File: config.mk
export PLATFORM = sky130hd
export DESIGN_NAME = mtr_drv
export DESIGN_NICKNAME = d
export VERILOG_FILES = /design/src/rtl/mtr_drv_pkg.sv /design/src/rtl/mtr_side.sv /design/src/rtl/mtr_drv.sv
export SDC_FILE = /design/constraint.sdc
export NUM_CORES = 1
export LEC_CHECK = 0
export ABC_AREA = 0
export CAP_MARGIN = 20
export CORE_MARGIN = 5
export CORE_UTILIZATION = 59
export DETAILED_ROUTE_END_ITERATION = 8
export DONT_BUFFER_PORTS = 1
export PLACE_DENSITY_LB_ADDON = 0.15
export SYNTH_ARGS = -nofsm -noshare
export SYNTH_HDL_FRONTEND = slang
export SYNTH_SLANG_ARGS = --single-unit
File: constraint.sdc
create_clock -name clk -period 4.1 [get_ports clk]
set_clock_uncertainty 0.05 [all_clocks]
set_input_delay 0.82 -clock clk [delete_from_list [all_inputs] [get_ports clk]]
set_output_delay 0.82 -clock clk [all_outputs]
set_load 0.1 [all_outputs]
File: src/rtl/mtr_drv_pkg.sv
// Shared constants for the dual H-bridge motor driver.
package mtr_drv_pkg;

  localparam int unsigned PWM_W   = 11;
  localparam int unsigned DEAD    = 32;
  localparam int unsigned BLANK   = 64;
  localparam int unsigned OVR_MAX = 4;

  localparam int unsigned BLANK_W = $clog2(BLANK + 1);
  localparam int unsigned OVR_W   = $clog2(OVR_MAX + 1);

  typedef logic [PWM_W-1:0] duty_t;

  localparam duty_t PRD_LAST = PWM_W'(2**PWM_W - 1);

endpackage

File: src/rtl/mtr_side.sv
// One wheel: shadowed duty/direction, dead-time, steering and overcurrent supervision.
module mtr_side
  import mtr_drv_pkg::*;
(
  input  logic             clk,
  input  logic             rst_n,
  input  logic [PWM_W-1:0] cnt,
  input  logic             prd_last,
  input  logic [PWM_W-1:0] spd,
  input  logic             rev,
  input  logic             ovr_i,
  input  logic             fault,
  output logic             fwd_pwm,
  output logic             rev_pwm,
  output logic             fault_req
);

  localparam logic [PWM_W-1:0]   DEAD_C  = PWM_W'(DEAD);
  localparam logic [BLANK_W-1:0] BLANK_C = BLANK_W'(BLANK);
  localparam logic [OVR_W-1:0]   OVR_C   = OVR_W'(OVR_MAX);
  localparam logic [OVR_W-1:0]   OVR_PRE = OVR_W'(OVR_MAX - 1);

  logic [PWM_W-1:0]   shd_spd;
  logic               shd_rev;
  logic               prev_rev;
  logic [1:0]         ovr_sync;
  logic [BLANK_W-1:0] blank_cnt;
  logic               hit;
  logic [OVR_W-1:0]   ovr_cnt;

  logic rev_chg;
  logic on;
  logic sample_ok;
  logic hit_now;

  always_comb begin
    rev_chg   = (shd_rev != prev_rev);
    on        = (cnt < shd_spd) && !(rev_chg && (cnt < DEAD_C));
    sample_ok = on && (blank_cnt >= BLANK_C);
    hit_now   = hit || (sample_ok && ovr_sync[1]);
    // Request on the same edge the period counter reaches OVR_MAX so the latch lands with it.
    fault_req = prd_last && hit_now && (ovr_cnt >= OVR_PRE);
  end

  always_ff @(posedge clk) begin
    if (!rst_n) begin
      shd_spd   <= '0;
      shd_rev   <= 1'b0;
      prev_rev  <= 1'b0;
      ovr_sync  <= '0;
      blank_cnt <= '0;
      hit       <= 1'b0;
      ovr_cnt   <= '0;
      fwd_pwm   <= 1'b0;
      rev_pwm   <= 1'b0;
    end else begin
      ovr_sync <= {ovr_sync[0], ovr_i};

      if (!on)
        blank_cnt <= '0;
      else if (blank_cnt != BLANK_C)
        blank_cnt <= blank_cnt + 1'b1;

      if (prd_last) begin
        shd_spd  <= spd;
        shd_rev  <= rev;
        prev_rev <= shd_rev;
        hit      <= 1'b0;
        if (!hit_now)
          ovr_cnt <= '0;
        else if (ovr_cnt != OVR_C)
          ovr_cnt <= ovr_cnt + 1'b1;
      end else begin
        hit <= hit_now;
      end

      fwd_pwm <= on && !shd_rev && !fault;
      rev_pwm <= on &&  shd_rev && !fault;
    end
  end

endmodule

File: src/rtl/mtr_drv.sv
// Dual H-bridge driver: shared PWM timebase, per-wheel drive and a sticky overcurrent shutdown.
module mtr_drv
  import mtr_drv_pkg::*;
(
  input  logic              clk,
  input  logic              rst_n,
  input  logic [PWM_W-1:0]  lft_spd,
  input  logic              lft_rev,
  input  logic [PWM_W-1:0]  rght_spd,
  input  logic              rght_rev,
  input  logic              ovr_i_lft,
  input  logic              ovr_i_rght,
  output logic              lft_fwd_pwm,
  output logic              lft_rev_pwm,
  output logic              rght_fwd_pwm,
  output logic              rght_rev_pwm,
  output logic              prd_strt,
  output logic              fault
);

  logic [PWM_W-1:0] cnt;
  logic             prd_last;
  logic             req_lft;
  logic             req_rght;

  assign prd_last = (cnt == PRD_LAST);

  always_ff @(posedge clk) begin
    if (!rst_n) begin
      cnt      <= '0;
      prd_strt <= 1'b0;
      fault    <= 1'b0;
    end else begin
      cnt      <= cnt + 1'b1;
      prd_strt <= prd_last;
      fault    <= fault || req_lft || req_rght;
    end
  end

  mtr_side u_lft (
    .clk       (clk),
    .rst_n     (rst_n),
    .cnt       (cnt),
    .prd_last  (prd_last),
    .spd       (lft_spd),
    .rev       (lft_rev),
    .ovr_i     (ovr_i_lft),
    .fault     (fault),
    .fwd_pwm   (lft_fwd_pwm),
    .rev_pwm   (lft_rev_pwm),
    .fault_req (req_lft)
  );

  mtr_side u_rght (
    .clk       (clk),
    .rst_n     (rst_n),
    .cnt       (cnt),
    .prd_last  (prd_last),
    .spd       (rght_spd),
    .rev       (rght_rev),
    .ovr_i     (ovr_i_rght),
    .fault     (fault),
    .fwd_pwm   (rght_fwd_pwm),
    .rev_pwm   (rght_rev_pwm),
    .fault_req (req_rght)
  );

endmodule
---- Yosys cells after proc, flatten, opt, wreduce, memory -nomap -nowiden ----
Cells that the tools add are included.
word-level totals
  flip-flop bits (word level) ............. 69
  input bits .............................. 28
  output and inout port bits .............. 6
  logic and storage cells ................. 81
cells by class
  add/sub/neg operators ................... 5
  order comparisons ....................... 7
  equal/unequal tests ..................... 9
  mux-type cells .......................... 4
  bitwise logic cells ..................... 1
  reductions and logical operators ........ 34
operators with widths
  kind                                                                count
  < comparator 11 bit                                                 2
  logical AND 1 bit                                                   20
  adder 7 x 1 -> 7 bit (second input constant)                        2
  greater-or-equal comparator 7 bit (second input constant)           2
  != test 7 bit (second input constant)                               2
  2-to-1 mux 3 bit                                                    4
  adder 11 x 1 -> 11 bit (second input constant)                      1
  equality test 11 bit (second input constant)                        1
  < comparator 11 x 6 -> 1 bit (second input constant)                1
  AND reduction 2 bit                                                 4
  adder 3 x 1 -> 3 bit (second input constant)                        2
  greater-or-equal comparator 3 x 2 -> 1 bit (second input constant)  2
  != test 3 bit (second input constant)                               2
  zero test 1 bit                                                     5
  logical OR 1 bit                                                    4
  != test 2 bit (second input constant)                               2
  != test 1 bit                                                       2
  OR reduction 2 bit                                                  1
  inverter 1 bit                                                      1

---- Longest topological paths before layout ----
  depth after elaboration ................. 11
  depth in mapped cells ................... 8
  depth with buffers taken out ............ 8

---- By module ----
From an unflattened synthesis, not the netlist that was laid out.
unflattened totals
  cell total of the unflattened synthesis .. 368
  area, all modules ....................... 3463.3 um2
by module, submodules not included
  module    times used  cells each  area an instance (um2)  seq. area each (um2)
  mtr_side  2           156         1468.9                  560.5
  mtr_drv   1           56          525.5                   260.2

---- Worst setup path after synthesis ----
No wires, ideal clock.
  path type ............................... register to register
  start point ............................. reg cnt[10]
  end point ............................... reg fault
  library setup time ...................... 118 ps
  data arrival time ....................... 1832 ps
  required time ........................... 3932 ps
  path slack .............................. 2100 ps
  stages on the path, launching flop included .. 7
  path buffers ............................ 0
  period minus slack after synthesis ...... 2000 ps
  path through ............................ dfxtp_1 or4_4 nor4_2 a211oi_1 a41o_1 a22o_1 a22o_1
on the way
  cells in the longest elaborated chain, start to end .. 11
  elaborated cells on any way between the ends .. 22
  those cells by class .................... order compare: 3; eq/ne: 1; reduce/logical: 18
ends and longest elaborated chain
  element                          RTL line        source
  from (decl)                      mtr_drv.sv:21   logic [PWM_W-1:0] cnt;
  from (signal assigned)           mtr_drv.sv:34   cnt <= cnt + 1'b1;
  < comparator 11 x 6 -> 1 bit     mtr_side.sv:38  on = (cnt < shd_spd) && !(rev_chg && (cnt < DEAD_C));
  logical AND 1 bit                mtr_side.sv:38
  zero test 1 bit                  mtr_side.sv:38
  logical AND 1 bit                mtr_side.sv:38
  logical AND 1 bit                mtr_side.sv:39  sample_ok = on && (blank_cnt >= BLANK_C);
  logical AND 1 bit                mtr_side.sv:40  hit_now = hit || (sample_ok && ovr_sync[1]);
  logical OR 1 bit                 mtr_side.sv:40
  logical AND 1 bit (2 in series)  mtr_side.sv:42  fault_req = prd_last && hit_now && (ovr_cnt >= OVR_PRE);
  logical OR 1 bit                 mtr_drv.sv:36   fault <= fault || req_lft || req_rght;
  logical OR 1 bit (*)             mtr_drv.sv:36
  to (signal assigned)             mtr_drv.sv:36
  to (decl)                        mtr_drv.sv:18   output logic fault
Every way passes the cells marked *; elsewhere a longest branch is shown, timed or not.
A chain may end at the register's enable or synchronous reset.

---- Final worst setup path ----
  start point ............................. reg cnt[8]
  end point ............................... reg u_lft.blank_cnt[4]
on the way
  cells in the longest elaborated chain, start to end .. 5
  elaborated cells on any way between the ends .. 6
  those cells by class .................... order compare: 2; reduce/logical: 4
ends and longest elaborated chain
  element                                   RTL line        source
  < comparator 11 x 6 -> 1 bit              mtr_side.sv:38
  logical AND 1 bit                         mtr_side.sv:38
  zero test 1 bit                           mtr_side.sv:38
  logical AND 1 bit (*)                     mtr_side.sv:38
  AND reduction 2 bit (no source line) (*)  -
  to (signal assigned)                      mtr_side.sv:62  blank_cnt <= blank_cnt + 1'b1;
  to (decl)                                 mtr_side.sv:27  logic [BLANK_W-1:0] blank_cnt;
Marks and branches as above.

==> results.py <==
metrics = {
    "run_status": {
        "status": "finished, final reports clean",
    },
    "die": {
        "initial_core_util_pct": 61.5,
        "die_x_um": 83.7,
        "rows": 26,
        "pin_count": 34,
        "die_y_um": 83.7,
        "design.core.area_sq_um": 5200,
        "die_area_sq_um": 7000,
    },
    "synth": {
        "netlist_top_cells_area": "dfxtp_1, ha_1, nand2_1",
        "syn-num-nets": 444,
        "avgSynthCellArea_sq_um": 8.32,
        "netlist_instances": 385,
        "synth_edf_count": 0,
        "yosysSeqAreaShare_pct": 43.1,
        "ys_warn_count": 0,
        "synth-seq-cells": 69,
        "synth_top_area_share_pct": 43.1,
        "synth_most_common_cell": "dfxtp_1",
        "async_reset_ff_share_pct": 0,
        "synth_top_area_cell": "dfxtp_1",
        "synthTopCellsByCount": "dfxtp_1, nand2_1, a21oi_1, nor2_1",
        "synth_ff_type": "dfxtp_1",
        "yosysUniqueCellTypes": 32,
        "netlist_area_sq_um": 3200,
    },
    "sta": {
        "tns_ps": 0,
        "drv_slew": 0,
        "slew_headroom_pct": 23.9,
        "finalCriticalPeriod_ps": 2330,
        "rsz0062_at_grt": "false",
        "tightest_slew_ps": 1140,
        "max_freq_ghz": 0.429,
        "finalHoldViolations": 0,
        "fin_crit_sh_pct": 56.9,
        "setup_viol": 0,
    },
    "power_and_ir_drop": {
        "irDropWorstVdd_uv": 308,
        "intPower_w": 0.00102,
        "pwr-share-comb_pct": 3.1,
        "p_leak_nw": 1.30,
        "swShare_pct": 22.3,
        "power_density_nw_per_um2": 378,
        "p_clk_share_pct": 43.7,
        "seqPwrFrac_pct": 53.2,
        "p_sw_w": 0.000294,
        "finalPower_w": 0.00132,
    },
    "global_routing": {
        "antenna_found_initial": 0,
        "grt_max_degree": 44,
        "grt_pass1_wl_um": 11400,
        "track_usage_pct": 20.0,
        "first_global_vias": 2525,
        "overflow": 0,
    },
    "setup_path": {
        "start_kind": "flop",
        "crit_end": "u_lft.blank_cnt[4]$_SDFFE_PN0N_",
        "worstPathMaxFanout": 8,
        "worstReg2RegStart": "cnt[8]$_SDFF_PN0_",
        "r2r-end": "u_lft.blank_cnt[4]$_SDFFE_PN0N_",
        "setup.worst_path.start": "cnt[8]$_SDFF_PN0_",
        "rrSetupSlack_ps": 1770,
        "cp-end-kind": "flop",
        "ff2ff_path_depth": 7,
        "cp.arrival_ps": 2580,
        "crit_type": "flop to flop",
        "cp.required_ps": 4350,
    },
    "clocking": {
        "cts_max_level": 3,
        "ctsHoldBuffers": 0,
        "clock-root-buffer": "clkbuf_8",
        "cts_setup_buffers": 0,
        "ctsResizeCount": 0,
        "numCtsBuffers": 9,
        "clock-sinks": 69,
        "clock_latency_ps": 360,
        "clockBufferDepth": 2,
        "cts_tree": "done",
        "clkTransAtPathRegs_ps": 70,
    },
    "drt": {
        "route.met2.wl_um": 2940,
        "topRoutingLayerUsed": "met4",
        "drt-met1-wl_um": 3030,
        "dr_wl_met3_um": 274,
        "post_drt_wl_per_cell_um": 13.8,
        "firstDrtPassIters": 4,
        "drc_errors": 0,
        "ant_nets": 0,
        "vias": 2534,
        "drt-total-wl_um": 6390,
        "drt_iter0_drc": 105,
        "vias_per_cell": 5.46,
    },
    "hold_path": {
        "hp-class": "flop to flop",
    },
    "placement": {
        "place_congestion": 0.806,
        "place_hpwl_um": 4650,
        "io_buffers": 0,
    },
    "cells_and_area": {
        "nets": 448,
        "drive_gt1_share_pct": 5.58,
        "n_antenna_cell": 0,
        "syn_to_final_growth_pct": 8.83,
    },
    "flow_run": {
        "drv_cap": 0,
    },
}
==> state kept, by name, indices dropped and copies added, names as in the netlist, 2 cells and up <==
signal	count
cnt	11
u_lft.shd_spd	11
u_rght.shd_spd	11
u_lft.blank_cnt	7
u_rght.blank_cnt	7
u_lft.ovr_cnt	3
u_rght.ovr_cnt	3
u_lft.ovr_sync	2
u_rght.ovr_sync	2
==> cell families after synthesis <==
| group | count (synthesis) | share of synthesized area [%] |
|---|---|---|
| compound gates | 61 | 10.8 |
| xor+xnor | 23 | 6.29 |
| fa+ha+maj | 31 | 12.1 |
| buf+inv | 42 | 4.92 |
| flops | 69 | 43.1 |
| simple gates | 159 | 22.7 |
==> cell usage in the layout, fill, tap and decap left out <==
| cell type | n |
|---|---|
| a2111oi_0 | 1 |
| a211o_1 | 2 |
| a211oi_1 | 1 |
| a21oi_1 | 39 |
| a22o_1 | 2 |
| a22oi_1 | 2 |
| a31o_2 | 1 |
| a31oi_1 | 2 |
| a41o_1 | 1 |
| and2_1 | 6 |
| and3_1 | 10 |
| and4_1 | 2 |
| buf_4 | 3 |
| bufinv_16 | 1 |
| clkbuf_8 | 12 |
| clkinv_1 | 1 |
| clkinv_2 | 3 |
| dfxtp_1 | 69 |
| ha_1 | 31 |
| inv_1 | 31 |
| nand2_1 | 68 |
| nand2b_1 | 3 |
| nand3_1 | 14 |
| nand4_1 | 6 |
| nor2_1 | 39 |
| nor3_1 | 2 |
| nor3b_1 | 3 |
| nor4_1 | 3 |
| nor4_2 | 1 |
| o2111ai_1 | 1 |
| o21ai_0 | 9 |
| or4_1 | 1 |
| or4_4 | 1 |
| xnor2_1 | 14 |
| xor2_1 | 9 |
==> critical path, stage by stage (launching register included) <==
cell and delay (ps):
dfxtp_1 480, ha_1 300, a21oi_1 150, nor2_1 50, a2111oi_0 510, nand3_1 330
nand2b_1 300, nor2_1 120
==> stage by stage <==
step	setup WS, ps	util [%]	hold slack (ps)	std cells	cell area, sq um
final	1770	67.0	392	464	3490
after global routing	1340	67.0	410	464	3490
after CTS	1750	67.0	395	464	3490
after detailed placement	1760	62.9	374	448	3280
after global placement	1850	62.9	369	448	3280
after floorplan	2100	-	362	385	3200
==> area by class of cell <==
class,instances,area (sq um)
repair buffers,3,22.5
multi-input cells,274,1660
inverters,32,120
clock buffers,12,165
clock inverters,4,45.0
well taps,70,87.6
flip-flops and latches,69,1380
fillers,469,1720
==> routing by layer <==
metal,global-route usage [%],vias up
li1,-,1299
met1,24.3,1174
met2,32.4,44
met3,6.22,17
met4,8.77,0
met5,0,-
==> worst min path at each step <==
stage | start | cells after the start | to | slack, ps
detailed placement | u_lft.ovr_sync[0]$_SDFF_PN0_ | 1 | u_lft.ovr_sync[1]$_SDFF_PN0_ | 370
floorplan | u_lft.ovr_sync[0]$_SDFF_PN0_ | 1 | u_lft.ovr_sync[1]$_SDFF_PN0_ | 360
global placement | u_lft.ovr_sync[0]$_SDFF_PN0_ | 1 | u_lft.ovr_sync[1]$_SDFF_PN0_ | 370
finish | u_rght.ovr_sync[0]$_SDFF_PN0_ | 1 | u_rght.ovr_sync[1]$_SDFF_PN0_ | 390
global route | u_rght.ovr_sync[0]$_SDFF_PN0_ | 1 | u_rght.ovr_sync[1]$_SDFF_PN0_ | 410
CTS | u_rght.ovr_sync[0]$_SDFF_PN0_ | 1 | u_rght.ovr_sync[1]$_SDFF_PN0_ | 390
==> power groups by stage <==
stage	sequential [W]	clock, W	combinational (W)
after floorplan	0.000713	0	0.0000324
after global placement	0.000716	0	0.0000396
after detailed placement	0.000716	0	0.0000411
after CTS	0.000701	0.000587	0.0000414
after global routing	0.000701	0.000619	0.0000480
final	0.000701	0.000575	0.0000413
No activity file was read; power rests on OpenSTA's default activity.
